--- src/rtl/fp16_pkg.sv ---
// fp16_pkg: shared types, constants and operand-classification helpers for
// the sequential binary16 multiplier.
//   state_t   : controller state encoding
//   EXP_W, FRAC_W, BIAS, MANT_W, PROD_W, E_W : field and datapath widths
//   QNAN, INF_MAG : canonical special-result encodings
//   is_nan / is_inf / is_zero / mant_of : operand helpers
package fp16_pkg;

    localparam int EXP_W  = 5;
    localparam int FRAC_W = 10;
    localparam int BIAS   = 15;
    localparam int MANT_W = FRAC_W + 1;
    localparam int PROD_W = 2 * MANT_W;
    localparam int E_W    = EXP_W + 2;

    localparam logic [15:0] QNAN    = 16'h7E00;
    localparam logic [14:0] INF_MAG = 15'h7C00;

    typedef enum logic [2:0] {
        IDLE = 3'd0,
        MUL  = 3'd1,
        NORM = 3'd2,
        PACK = 3'd3,
        DONE = 3'd4
    } state_t;

    function automatic logic is_nan(input logic [15:0] x);
        return (&x[14:10]) && (|x[9:0]);
    endfunction

    function automatic logic is_inf(input logic [15:0] x);
        return (&x[14:10]) && !(|x[9:0]);
    endfunction

    // Subnormals are flushed, so any zero exponent field counts as zero.
    function automatic logic is_zero(input logic [15:0] x);
        return !(|x[14:10]);
    endfunction

    // Hidden bit is set only for a non-zero exponent; exp==0 yields m=0.
    function automatic logic [MANT_W-1:0] mant_of(input logic [15:0] x);
        if (|x[14:10])
            return {1'b1, x[9:0]};
        else
            return '0;
    endfunction

endpackage

--- src/rtl/fp16_mul_seq_mul11x11.sv ---
// mul11x11: radix-2 shift-add unsigned 11x11 multiplier.
//   clk, reset : clock and synchronous active-high reset
//   start      : one-cycle load request (a, b sampled on this edge)
//   a, b       : 11-bit unsigned operands
//   done       : one-cycle pulse, p is the complete product while it is high
//   p          : 22-bit product, holds until the next start
// The start edge already folds in multiplier bit 0, nine further edges add
// bits 1..9, and bit 10 is added combinationally on the output. That keeps
// the full product visible during the done cycle without an extra edge.
module mul11x11
    import fp16_pkg::*;
(
    input  logic              clk,
    input  logic              reset,
    input  logic              start,
    input  logic [MANT_W-1:0] a,
    input  logic [MANT_W-1:0] b,
    output logic              done,
    output logic [PROD_W-1:0] p
);

    logic [PROD_W-1:0] acc;
    logic [PROD_W-1:0] a_sh;
    logic [MANT_W-1:0] b_sh;
    logic [3:0]        cnt;
    logic [PROD_W-1:0] acc_nxt;

    assign acc_nxt = acc + (b_sh[0] ? a_sh : '0);
    // Once cnt reaches zero nothing shifts, so this stays equal to the product.
    assign p = acc_nxt;

    always_ff @(posedge clk) begin
        if (reset) begin
            acc  <= '0;
            a_sh <= '0;
            b_sh <= '0;
            cnt  <= '0;
            done <= 1'b0;
        end else begin
            done <= 1'b0;
            if (start) begin
                acc  <= b[0] ? {{MANT_W{1'b0}}, a} : '0;
                a_sh <= {{(MANT_W-1){1'b0}}, a, 1'b0};
                b_sh <= {1'b0, b[MANT_W-1:1]};
                cnt  <= 4'd9;
            end else if (cnt != 4'd0) begin
                acc  <= acc_nxt;
                a_sh <= a_sh << 1;
                b_sh <= b_sh >> 1;
                cnt  <= cnt - 4'd1;
                done <= (cnt == 4'd1);
            end
        end
    end

endmodule

--- src/rtl/fp16_mul_seq.sv ---
// fp16_mul_seq: multi-cycle binary16 multiplier, f = f1 * f2.
//   clk, reset : clock and synchronous active-high reset
//   enable     : start request, honoured only in IDLE
//   f1, f2     : binary16 operands, held stable from enable until done
//   done       : one-cycle pulse when f is updated
//   f          : result, held until the next done pulse
// Mantissa is truncated and subnormals flush to zero. Every operation,
// including special operands, takes the same path so latency is constant:
// enable sampled on E0, f/done registered on E13, next start possible on E14.
module fp16_mul_seq
    import fp16_pkg::*;
(
    input  logic        clk,
    input  logic        reset,
    input  logic        enable,
    input  logic [15:0] f1,
    input  logic [15:0] f2,
    output logic        done,
    output logic [15:0] f
);

    state_t state, state_nxt;

    logic              core_start;
    logic              core_done;
    logic [PROD_W-1:0] core_p;

    logic                  sign_r;
    logic                  nan_r;
    logic                  inf_r;
    logic                  zero_r;
    logic signed [E_W-1:0] exp_r;
    logic signed [E_W-1:0] exp_n_r;
    logic [FRAC_W-1:0]     frac_r;
    logic [15:0]           pack_r;
    logic [15:0]           pack_res;

    logic signed [E_W-1:0] e_sum;
    logic [FRAC_W-1:0]     frac_nxt;
    logic signed [E_W-1:0] exp_n_nxt;
    logic                  unused_p_bits;

    mul11x11 u_mul (
        .clk   (clk),
        .reset (reset),
        .start (core_start),
        .a     (mant_of(f1)),
        .b     (mant_of(f2)),
        .done  (core_done),
        .p     (core_p)
    );

    always_ff @(posedge clk) begin
        if (reset)
            state <= IDLE;
        else
            state <= state_nxt;
    end

    always_comb begin
        state_nxt = state;
        case (state)
            IDLE:    if (enable) state_nxt = MUL;
            MUL:     if (core_done) state_nxt = NORM;
            NORM:    state_nxt = PACK;
            PACK:    state_nxt = DONE;
            DONE:    state_nxt = IDLE;
            default: state_nxt = IDLE;
        endcase
    end

    always_comb begin
        core_start = (state == IDLE) && enable;

        pack_res = {sign_r, exp_n_r[EXP_W-1:0], frac_r};
        if (nan_r)
            pack_res = QNAN;
        else if (inf_r && zero_r)
            pack_res = QNAN;
        else if (inf_r)
            pack_res = {sign_r, INF_MAG};
        else if (zero_r)
            pack_res = {sign_r, 15'h0000};
        else if (exp_n_r >= 7'sd31)
            pack_res = {sign_r, INF_MAG};
        else if (exp_n_r <= 7'sd0)
            pack_res = {sign_r, 15'h0000};
    end

    // Seven signed bits cover the full range -15..47 of e1 + e2 - BIAS.
    assign e_sum = $signed({2'b00, f1[14:10]}) + $signed({2'b00, f2[14:10]})
                   - $signed(E_W'(BIAS));

    // Product of two [1,2) mantissas lies in [1,4): bit 21 decides the shift.
    assign frac_nxt  = core_p[PROD_W-1] ? core_p[PROD_W-2:FRAC_W+1]
                                        : core_p[PROD_W-3:FRAC_W];
    assign exp_n_nxt = core_p[PROD_W-1] ? exp_r + 7'sd1 : exp_r;

    // Truncated product bits are intentionally dropped.
    assign unused_p_bits = ^core_p[FRAC_W-1:0];

    always_ff @(posedge clk) begin
        if (reset) begin
            sign_r  <= 1'b0;
            nan_r   <= 1'b0;
            inf_r   <= 1'b0;
            zero_r  <= 1'b0;
            exp_r   <= '0;
            exp_n_r <= '0;
            frac_r  <= '0;
            pack_r  <= '0;
            f       <= '0;
            done    <= 1'b0;
        end else begin
            done <= 1'b0;
            if (core_start) begin
                sign_r <= f1[15] ^ f2[15];
                nan_r  <= is_nan(f1) || is_nan(f2);
                inf_r  <= is_inf(f1) || is_inf(f2);
                zero_r <= is_zero(f1) || is_zero(f2);
                exp_r  <= e_sum;
            end
            if (state == NORM) begin
                frac_r  <= frac_nxt;
                exp_n_r <= exp_n_nxt;
            end
            if (state == PACK)
                pack_r <= pack_res;
            if (state == DONE) begin
                f    <= pack_r;
                done <= 1'b1;
            end
        end
    end

endmodule
--- config.mk ---
export PLATFORM = sky130hd
export DESIGN_NAME = fp16_mul_seq
export DESIGN_NICKNAME = d
export VERILOG_FILES = /design/src/rtl/fp16_pkg.sv /design/src/rtl/fp16_mul_seq_mul11x11.sv /design/src/rtl/fp16_mul_seq.sv
export SDC_FILE = /design/constraint.sdc
export NUM_CORES = 1
export LEC_CHECK = 0
export BUFFER_PORTS_ARGS = -buffer_cell sky130_fd_sc_hd__buf_2
export CORE_MARGIN = 2
export CORE_UTILIZATION = 60
export DETAILED_ROUTE_END_ITERATION = 8
export HOLD_SLACK_MARGIN = 0.05
export PLACE_DENSITY = 0.8
export SETUP_SLACK_MARGIN = 0.5
export SLEW_MARGIN = 20
export SYNTH_ARGS = -nofsm -noshare
export SYNTH_HDL_FRONTEND = slang
export SYNTH_SLANG_ARGS = --single-unit
--- constraint.sdc ---
create_clock -name clk -period 6.04 [get_ports clk]
set_input_delay 0.302 -clock clk [delete_from_list [all_inputs] [get_ports clk]]
set_output_delay 0.302 -clock clk [all_outputs]
set_load 0.005 [all_outputs]
# ---- Yosys cells after proc, flatten, opt, wreduce, memory -nomap -nowiden
# Index checks and enable logic that the tools add are counted.
# W data, S select, Z words.
dict set report word_totals {
  out_inout_bits 17
  input_bits 35
  wordCells 83
  register_bits 122
}
dict set report op_classes {
  n_eq_ne 7
  n_reduce_logical 25
  bitwise 2
  n_mux 24
  order_cmp 2
  addsub 5
}
# cell n
set op_table {}
lappend op_table {{$mux W22} 3}
lappend op_table {{$mux W15} 4}
lappend op_table {{$mux W11} 3}
lappend op_table {{$mux W16} 2}
lappend op_table {{$mux W10} 3}
lappend op_table {{$mux W12} 2}
lappend op_table {{$add A22 B22 Y22} 1}
lappend op_table {{$reduce_or A10 Y1} 2}
lappend op_table {{$pmux W3 S4} 1}
lappend op_table {{$reduce_and A5 Y1} 2}
lappend op_table {{$reduce_or A5 Y1} 2}
lappend op_table {{$mux W4} 2}
lappend op_table {{$add A7 B2 Y7 const B} 1}
lappend op_table {{$ge A7 B6 Y1 const B} 1}
lappend op_table {{$le A7 B1 Y1 const B} 1}
lappend op_table {{$mux W7} 1}
lappend op_table {{$sub A6 B4 Y7 const B} 1}
lappend op_table {{$add A5 B5 Y6} 1}
lappend op_table {{$eq A3 B2 Y1 const B} 2}
lappend op_table {{$logic_and A1 B1 Y1} 6}
lappend op_table {{$mux W3} 2}
lappend op_table {{$eq A4 B1 Y1 const B} 1}
lappend op_table {{$logic_not A1 Y1} 4}
lappend op_table {{$reduce_bool A4 Y1} 1}
lappend op_table {{14 further kinds} 16}

# ---- Depth between registers and ports, before layout
# Gate-level depths: netlist (run 1).
dict set report depth {
  ltp_word 7
  mapped_depth 12
  depth_no_buf 10
}

# ---- By module
# From an unflattened synthesis (run 1), not the netlist that was laid out.
dict set report hier_totals {
  hier_cells 840
  hier_area_um2 6732.7
}
# mod area_each_um2 cells_each n_inst seq_area_each_um2
set by_module_without_submodules {}
lappend by_module_without_submodules {mul11x11 3707.3 497 1 1161.1}
lappend by_module_without_submodules {fp16_mul_seq 3025.4 343 1 1281.2}

# ---- Least setup slack after synthesis (run 1)
# OpenSTA, ideal clock, no wires.
dict set report synth_timing {
  path_kind {reg2reg}
  startpoint {register u_mul.b_sh[0]}
  endpoint {register frac_r[8]}
  arrival_time_ps 3040
  stages_incl_launch_ff 13
  period_less_slack_ps 3143
  slack_ps 2897
  required_ps 5937
  n_path_buf 2
  setup_ps 103
  cell_sequence {dfxtp_1 clkbuf_1 and2_1 ha_1 fa_1 a21o_4 a221oi_4 nor4b_2 a2111oi_4 or2_1 buf_6 nor2_1 a2111oi_2}
}
dict set report synth_via {
  elab_chain_cells 3
}
# item line
set synth_lines {}
lappend synth_lines {{start: declaration} fp16_mul_seq_mul11x11.sv:24} ;# logic [MANT_W-1:0] b_sh;
lappend synth_lines {{start signal: assignment} fp16_mul_seq_mul11x11.sv:44} ;# b_sh <= {1'b0, b[MANT_W-1:1]};
lappend synth_lines {{start signal: assignment} fp16_mul_seq_mul11x11.sv:49} ;# b_sh <= b_sh >> 1;
lappend synth_lines {{$mux W22} fp16_mul_seq_mul11x11.sv:28} ;# assign acc_nxt = acc + (b_sh[0] ? a_sh : '0);
lappend synth_lines {{$add A22 B22 Y22} fp16_mul_seq_mul11x11.sv:28}
lappend synth_lines {{$mux W10} fp16_mul_seq.sv:95} ;# assign frac_nxt = core_p[PROD_W-1] ? core_p[PROD_W-2:FRAC_W+1]
lappend synth_lines {{end signal: assignment} fp16_mul_seq.sv:124} ;# frac_r <= frac_nxt;
lappend synth_lines {{end: declaration} fp16_mul_seq.sv:34} ;# logic [FRAC_W-1:0] frac_r;
# Every way passes these cells.
# A chain may end at the register's enable or synchronous reset.

# ---- Final worst setup path (run 1)
# Ends and elaborated chain as after synthesis.

==> flow_summary.yaml, run 1 <==
routing:
  wire_per_inst_um: 15.62
  drtAntennaViolNets: 0
  vias: 6186
  drc: 0
  drt_iter0_markers: 661
  drt-total-wl_um: 16260
  detail_route.first_pass.iterations: 6
  viasPerCell: 5.942
sta:
  hold_viol: 0
  setup_tns_ps: 0
  slew_headroom_pct: 33.74
  fmax_mhz: 269.9
  min_period_over_period_pct: 61.34
  clock_skew_ps: 7.698
  rsz0062_at_grt: "false"
  setup_viol: 0
  min_period_ps: 3705
  tightest_slew_ps: 993.8
  slew_viol_final: 0
clock_tree:
  numClockSinks: 121
  h-tree-depth: 4
  cts.clk_slew.worst_paths_ps: 60
  cts_setup_buffers: 0
  worstSkewPairLatency_ps: 530
  cts_buffer_depth: 2
  cts_resized: 0
  cts_tree: "done"
  cts_made_buffers: 17
  cts_hold_buf: 15
  root_buffer: "clkbuf_8"
power_and_ir_drop:
  leakage_nw: 3.054
  vdd_drop_max_v: 0.0001869
  powerDensity_nw_per_um2: 333.9
  total_power_mw: 2.504
status:
  status: "finished, final reports clean"
critical_path:
  worstPathCellList: "and2_1 -> ha_1 -> fa_1 -> a21o_4 -> a221oi_4 -> nor4b_2 -> a2111oi_4 -> or2_1 -> nor2_1 -> a2111oi_2"
  slowest_delay_ps: 570
  crit_family: "compound AO/OA/AOI/OAI gates"
  crit_path_end_kind: "flop"
  worst-path-buf-inv: 0
  arrival_ps: 4130
  cp-start-kind: "flop"
  path_class: "reg -> reg"
  slowest_stage: "a2111oi_4"
  worstPathRequired_ps: 6460
  crit_fanout: 23
place:
  numPortBuffers: 51
  dpl-instance-area_um2: 6832
  dp_hpwl_um: 11230
  numPlacedInstances: 994
  gp_congestion: 0.9625
yosys:
  ys_ff_latch: 121
  synthDominantCellAreaShare_pct: 36.80
  yosysWarnings: 0
  synthTopCellsByCount: "nand2_1 (139), dfxtp_1 (121), a21oi_1 (107)"
  synth_async_sr_flop_share_pct: 0
  synth_fp_nets: 920
  ys.flop_type: "dfxtp_1"
  synth.avg_cell_area_um2: 7.735
  synthTopCellsByArea: "dfxtp_1 (37%), a21oi_1 (8.1%), nand2_1 (7.9%), ha_1 (6.1%), nor2_1 (5.6%)"
  synth-edff-count: 0
  syn_inst: 851
  ys_types: 66
  ys_seq_area_share_pct: 36.80
  syn-cell-area_um2: 6583
  yosys.area.top_type: "dfxtp_1"
  yosysMostFrequentCell: "nand2_1"
run:
  cap_violations: 0
floorplan:
  core_um2: 10790
  die_w_um: 108.7
  io_pins: 52
  die_h_um: 108.7
  start_util_pct: 60.99
  die-area_um2: 11820
  std_cell_rows: 38
finish:
  nets: 957
  final_core_util_pct: 69.48
  layout.cells.non_filler: 1041
  syn_to_final_growth_pct: 13.91
  diodes: 0
  nFillCells: 879
  drive_gt1_share_pct: 11.54
  fin_area_um2: 7498
min_path:
  hp-class: "in -> reg"
grt:
  grt_max_degree: 93
  grt_pass1_vias: 5768
  grt_overflow: 0
  grt_first_pass_wirelength_um: 26350
  antenna_found_initial: 0
  grt_use_total_pct: 28.13
==> cells by family (layout without fill, tap and decap cells) <==
logic type,after synthesis,in the layout,share of synthesized area (%)
AOI/OAI and AO/OA,244,244,23.82
buffers and inverters,67,117,4.220
muxes,4,4,0.6273
xor gates and xnor gates,23,23,3.060
DFF,121,121,36.80
and+or+nand+nor,358,358,24.79
adders and majority gates,34,34,6.691
==> stage by stage <==
step / setup slack [ps] / hold slack (ps)
5_1_grt: 2088 / 63.64
4_1_cts: 2337 / 52.91
3_5_place_dp: 2361 / 444.4
6_report: 2335 / 68.70
2_1_floorplan: 2897 / 432.1
3_3_place_gp: 2458 / 439.4
==> final cells by class <==
cell class | instances | area, µm² | share of cell area (%)
Multi-Input combinational cell | 663 | 3889 | 51.86
Tap cell | 140 | 175.2 | 2.336
Timing Repair Buffer | 71 | 442.9 | 5.907
Inverter | 14 | 52.55 | 0.7008
Clock inverter | 8 | 46.29 | 0.6174
Clock buffer | 24 | 470.5 | 6.274
Sequential cell | 121 | 2422 | 32.30
==> state kept, by name (all words and copies together), names as in the netlist, 4 cells and up <==
name,cells
exp_n_r,7
exp_r,7
f,16
frac_r,10
pack_r,16
u_mul.a_sh,21
u_mul.acc,21
u_mul.b_sh,10
u_mul.cnt,4
==> per-layer routing <==
layer / routed length, µm / share of wire, % / track usage [%]
met2: 7795 / 48 / 48.26
met3: 951 / 5.8 / 6.157
met5: 0 / 0 / 0
met4: 323 / 2.0 / 10.81
met1: 7192 / 44 / 34.40
==> path summary, 6_finish.rpt <==
path	to	cells past startpoint	slack, ps	from
worst max-delay path	frac_r[8]	10	2330	u_mul.b_sh[0]
worst min register to register	f[2]	2	450	f[2]
worst min-delay path	u_mul.b_sh[3]	3	70	f2[4]
worst max register to register	frac_r[8]	10	2330	u_mul.b_sh[0]
==> report_power, final <==
part / leakage (nW) / internal [mW] / switching [mW]
logic: 1.81 / 0.227 / 0.454
clock network: 0.258 / 0.532 / 0.348
registers: 0.983 / 0.878 / 0.0638
total: 3.05 / 1.64 / 0.866
==> layout by cell type, fill, tap and decap left out, types with 5 or more instances in the layout <==
master	instances
a221oi_1	6
a311oi_1	10
xor2_1	10
xnor2_1	13
dlygate4sd3_1	15
nand2_1	139
or2_2	7
a31oi_1	5
and2_1	26
nor3_1	23
clkbuf_16	16
a21oi_1	107
clkinv_2	6
buf_4	5
a211oi_1	24
a22oi_1	11
nand2b_1	5
o21ai_0	34
o21a_1	6
nand3_1	20
inv_1	14
buf_2	51
ha_1	32
nor4_1	9
dfxtp_1	121
and3_1	7
nor2_1	99
a21o_1	14
==> worst register-to-register path: cells and delay by family (launching register included) <==
| family | cells | cell delay, ps |
|---|---|---|
| flip-flops | 1 | 530 |
| AND/OR/NAND/NOR | 4 | 940 |
| adder cells (fa/ha/maj) | 2 | 630 |
| AO/OA/AOI/OAI | 4 | 1510 |
Power figures use the tool's default switching activity.
==> run 2, diff against run 1 <==
--- a/config.mk
+++ b/config.mk
@@ -7,10 +7,10 @@
 export LEC_CHECK = 0
 export BUFFER_PORTS_ARGS = -buffer_cell sky130_fd_sc_hd__buf_2
 export CORE_MARGIN = 2
-export CORE_UTILIZATION = 60
+export CORE_UTILIZATION = 55
 export DETAILED_ROUTE_END_ITERATION = 8
 export HOLD_SLACK_MARGIN = 0.05
-export PLACE_DENSITY = 0.8
+export PLACE_DENSITY = 0.77
 export SETUP_SLACK_MARGIN = 0.5
 export SLEW_MARGIN = 20
 export SYNTH_ARGS = -nofsm -noshare
==> constraint.sdc (replaced) <==
create_clock -name clk -period 3.3 [get_ports clk]
set_input_delay 0.165 -clock clk [delete_from_list [all_inputs] [get_ports clk]]
set_output_delay 0.165 -clock clk [all_outputs]
set_load 0.005 [all_outputs]
==> flow_summary.yaml, run 2 (synthesized netlist as in run 1, its figures left out) <==
min_path:
  hp-class: "in -> reg"
clock_tree:
  cts_made_buffers: 17
  h-tree-depth: 4
  cts.clk_slew.worst_paths_ps: 50
  numClockSinks: 121
  cts_buffer_depth: 2
  cts_tree: "done"
  root_buffer: "clkbuf_16"
  worstSkewPairLatency_ps: 430
critical_path:
  arrival_ps: 3270
  cp.depth: 10
  crit_path_end_kind: "flop"
  crit_family: "compound AO/OA/AOI/OAI gates"
  cp-startpoint: "u_mul.b_sh[0]"
  slowest_stage: "dfxtp_4"
  r2r_slack_ps: 350
  crit_end: "frac_r[6]"
  worst-path-buf-inv: 1
  reg2reg_depth: 10
  cp-start-kind: "flop"
  path_class: "reg -> reg"
  critical_path.reg2reg.startpoint: "u_mul.b_sh[0]"
  slowest_delay_ps: 390
  regToRegEndpoint: "frac_r[6]"
  crit_fanout: 8
  worstPathRequired_ps: 3620
  worstPathCellList: "buf_6 -> and2_4 -> fa_2 -> a21o_4 -> a221oi_4 -> nor3_1 -> or2_2 -> o311ai_4 -> nand2_1 -> a211oi_1"
grt:
  grt_overflow: 0
  grt_first_pass_wirelength_um: 28590
  antenna_found_initial: 0
  grt_max_degree: 92
  grt_use_total_pct: 27.31
  grt_pass1_vias: 5994
routing:
  drtAntennaViolNets: 0
  vias: 6472
  wl_met2_um: 8801
  detail_route.first_pass.iterations: 5
  drt_iter0_markers: 656
  wire_per_inst_um: 16.76
  viasPerCell: 6.020
  highest_layer: "met4"
  drt-total-wl_um: 18020
  drt-met1-wl_um: 7666
  drc: 0
  route.met3.wl_um: 1048
run:
  cap_violations: 0
floorplan:
  die-area_um2: 12860
  die_w_um: 113.4
  start_util_pct: 56.92
  core_um2: 11560
  std_cell_rows: 39
  io_pins: 52
  die_h_um: 113.4
place:
  numPortBuffers: 51
  gp_congestion: 0.9634
  dp_hpwl_um: 11480
  numPlacedInstances: 1005
finish:
  final_common_cell: "nand2_1"
  diodes: 0
  reg_top3: "u_mul.a_sh: 21 flops, u_mul.acc: 21 flops"
  layout.cells.non_filler: 1075
  final_cell_mix: "nand2_1 (139), dfxtp_1 (120), a21oi_1 (106), nor2_1 (98), buf_2 (51)"
  nFillCells: 911
  nets: 989
  syn_to_final_growth_pct: 23.19
  drive_gt1_share_pct: 18.67
sta:
  rsz0062_at_grt: "true"
  slew_headroom_pct: 28.25
  min_period_ps: 2951
  slew_viol_final: 0
  setup_viol: 0
  tightest_slew_ps: 1076
  fmax_mhz: 338.9
  setup_tns_ps: 0
  min_period_over_period_pct: 89.43
  hold_viol: 0
  clock_skew_ps: 8.575
status:
  status: "finished, final reports clean"
power_and_ir_drop:
  vdd_drop_max_v: 0.0004093
  powerDensity_nw_per_um2: 620.9
  leakage_nw: 3.241
## run 2: per-layer routing
layer  up-vias  GRT usage (%)
met3        58          6.854
met1      3023          34.28
met2       232          46.19
li1       3159              -
met5         -              0
met4         0          8.943
## run 2: cell type report
type / count / area (µm²) / share of cell area, %
multi-input combinational: 664 / 4158 / 51.27
sequential: 121 / 2426 / 29.92
timing repair buffer: 102 / 720.7 / 8.888
clock buffer: 23 / 478.0 / 5.894
tap: 143 / 178.9 / 2.206
clock inverter: 8 / 95.09 / 1.173
inverter: 14 / 52.55 / 0.6480
## run 2: report_power, final
part	internal, mW	switching, mW
clock network	1.16	0.657
logic	0.550	0.928
registers	1.61	0.132
total	3.32	1.72
## run 2: worst reg2reg max path, cell delays in order (launching register included)
cell and delay (ps):
dfxtp_4 390, buf_6 160, and2_4 170, fa_2 370, a21o_4 230, a221oi_4 350, nor3_1 160, or2_2 350
o311ai_4 330, nand2_1 100, a211oi_1 230
## run 2: worst min path at each step
stage | startpoint | cells past startpoint | endpoint
2_1_floorplan | f2[1] | 2 | u_mul.b_sh[0]
3_3_place_gp | f2[7] | 3 | u_mul.b_sh[6]
3_5_place_dp | f2[4] | 3 | u_mul.b_sh[3]
4_1_cts | enable | 3 | state[0]
5_1_grt | f2[10] | 4 | zero_r
6_report | enable | 3 | state[0]
## run 2: timing repair
item / 4_1_cts / 5_1_grt
gates resized for setup: 20 / 41
hold endpoints to repair: 23 / 0
setup buffers: 9 / 7
hold buffers: 22 / 0
cloned: 0 / 1
pin swaps: 14 / 14
endpoints found under the setup margin: 24 / 28
## run 2: stage by stage
step                power (mW)  setup WS, ps  hold slack, ps  cell area [µm²]  utilization [%]
floorplan                2.700         436.5           304.4             6643                -
global placement         2.985         150.9           406.7             6958            60.16
detailed placement       3.037         63.06           420.8             6958            60.16
finish                   5.035         348.9           64.83             8109            70.12
global route             5.255         287.9           122.1             8109            70.12
CTS                      4.907         344.9           52.73             7878            68.12
==> run 3, diff against run 2 <==
--- a/config.mk
+++ b/config.mk
@@ -7,10 +7,10 @@
 export LEC_CHECK = 0
 export BUFFER_PORTS_ARGS = -buffer_cell sky130_fd_sc_hd__buf_2
 export CORE_MARGIN = 2
-export CORE_UTILIZATION = 55
+export CORE_UTILIZATION = 50
 export DETAILED_ROUTE_END_ITERATION = 8
 export HOLD_SLACK_MARGIN = 0.05
-export PLACE_DENSITY = 0.77
+export PLACE_DENSITY = 0.71
 export SETUP_SLACK_MARGIN = 0.5
 export SLEW_MARGIN = 20
 export SYNTH_ARGS = -nofsm -noshare
==> flow_summary.yaml, run 3 (synthesized netlist as in run 1, its figures left out) <==
clock_tree:
  cts_tree: "done"
  worstSkewPairLatency_ps: 430
  root_buffer: "clkbuf_16"
  cts_buffer_depth: 2
  h-tree-depth: 4
  numClockSinks: 121
  cts_made_buffers: 17
  cts.clk_slew.worst_paths_ps: 60
routing:
  vias: 6380
  drc: 0
  wire_per_inst_um: 15.89
  viasPerCell: 5.805
  drtAntennaViolNets: 0
  drt_iter0_markers: 532
  drt-total-wl_um: 17470
  detail_route.first_pass.iterations: 5
floorplan:
  core_um2: 12720
  die_w_um: 118.7
  die_h_um: 118.7
  start_util_pct: 51.74
  io_pins: 52
  std_cell_rows: 41
  die-area_um2: 14100
sta:
  fmax_mhz: 338.5
  setup_tns_ps: 0
  clock_skew_ps: 9.369
  slew_headroom_pct: 34.06
  slew_viol_final: 0
  rsz0062_at_grt: "true"
  min_period_over_period_pct: 89.53
  tightest_slew_ps: 989.2
  hold_viol: 0
  setup_viol: 0
  min_period_ps: 2955
finish:
  diodes: 0
  final_cell_mix: "nand2_1 (139), dfxtp_1 (120), a21oi_1 (107), nor2_1 (98), buf_2 (51)"
  nets: 983
  final_common_cell: "nand2_1"
  syn_to_final_growth_pct: 20.91
  drive_gt1_share_pct: 16.61
  reg_top3: "u_mul.a_sh: 21 flops, u_mul.acc: 21 flops"
  layout.cells.non_filler: 1099
  nFillCells: 1131
power_and_ir_drop:
  leakage_nw: 3.215
  total_power_mw: 4.895
  vdd_drop_max_v: 0.0004619
  powerDensity_nw_per_um2: 615.0
grt:
  antenna_found_initial: 0
  grt_first_pass_wirelength_um: 28430
  grt_max_degree: 92
  grt_use_total_pct: 24.83
  grt_overflow: 0
  grt_pass1_vias: 5990
critical_path:
  path_class: "reg -> reg"
  worstPathRequired_ps: 3630
  worstPathCellList: "buf_12 -> and2_1 -> ha_1 -> a211oi_1 -> o21ai_1 -> and2_2 -> a2111oi_4 -> buf_4 -> nor2_4 -> or3_1 -> a311oi_1"
  crit_path_end_kind: "flop"
  critical_path.reg2reg.startpoint: "u_mul.b_sh[0]"
  cp-start-kind: "flop"
  arrival_ps: 3280
  worst-path-buf-inv: 2
  slowest_stage: "a2111oi_4"
  crit_fanout: 7
  crit_family: "compound AO/OA/AOI/OAI gates"
  cp-startpoint: "u_mul.b_sh[0]"
  slowest_delay_ps: 400
min_path:
  hp-class: "in -> reg"
  hp-start: "enable"
place:
  dp_hpwl_um: 12020
  gp_congestion: 0.9729
  numPlacedInstances: 1039
  numPortBuffers: 51
run:
  cap_violations: 0
status:
  status: "finished, final reports clean"
run 3: cell count changes in the layout (fill, tap and decap cells not counted), moves of 3 or more:
| cell | previous run | this run |
|---|---|---|
| buf_4 | 25 | 22 |
| clkbuf_1 | 3 | 0 |
| clkbuf_8 | 3 | 0 |
| clkinv_4 | 0 | 3 |
| dlygate4sd3_1 | 22 | 19 |
| ha_1 | 17 | 24 |
| ha_4 | 7 | 1 |
| inv_6 | 0 | 5 |
| o21ai_0 | 26 | 31 |
| o21ai_2 | 3 | 0 |
run 3: timing repair:
item | CTS | global route
resized for setup | 16 | 13
endpoints found under the setup margin | 21 | 22
buffers inserted | 8 | 1
pin swaps | 9 | 11
hold endpoints to repair | 21 | 0
hold buffers | 19 | 0
run 3: final timing paths:
check | to | slack, ps | cells after the start
worst max register to register | exp_n_r[3] | 350 | 11
worst max-delay path | exp_n_r[3] | 350 | 11
worst min-delay path | state[0] | 70 | 3
worst min register to register | f[1] | 450 | 2
run 3: layout make-up:
class / instances / area (µm²) / share of cell area (%)
clock buffers: 17 / 425.4 / 5.345
well taps: 172 / 215.2 / 2.704
clock inverters: 15 / 141.4 / 1.776
repair buffers: 97 / 675.6 / 8.489
multi-input cells: 663 / 4023 / 50.54
inverters: 14 / 52.55 / 0.6603
flip-flops and latches: 121 / 2426 / 30.48
run 3: power breakdown:
part | switching [mW] | leakage, nW | internal (mW)
Combinational | 0.894 | 1.95 | 0.506
Sequential | 0.116 | 0.984 | 1.61
Clock | 0.723 | 0.277 | 1.05
run 3: routing by layer:
metal / up-vias / track usage (%) / part of all wire [%]
met5: - / 0 / 0
met4: 0 / 10.57 / 2.5
met3: 43 / 4.730 / 4.5
met2: 212 / 41.70 / 48
met1: 2985 / 31.00 / 45
li1: 3140 / - / -
run 3: tightest hold or removal path: stages:
cell     delay, ps
buf_2          100
o31ai_1         60
nor3_1         110
run 3: per-stage QoR:
stage,utilization (%),hold WS [ps],setup WS [ps],instance area (µm²)
2_1_floorplan,-,304.4,436.5,6643
3_3_place_gp,55.17,407.3,277.4,7019
3_5_place_dp,55.17,419.8,188.6,7019
4_1_cts,62.12,67.18,377.5,7903
5_1_grt,62.56,83.92,196.5,7959
6_report,62.56,73.01,345.4,7959
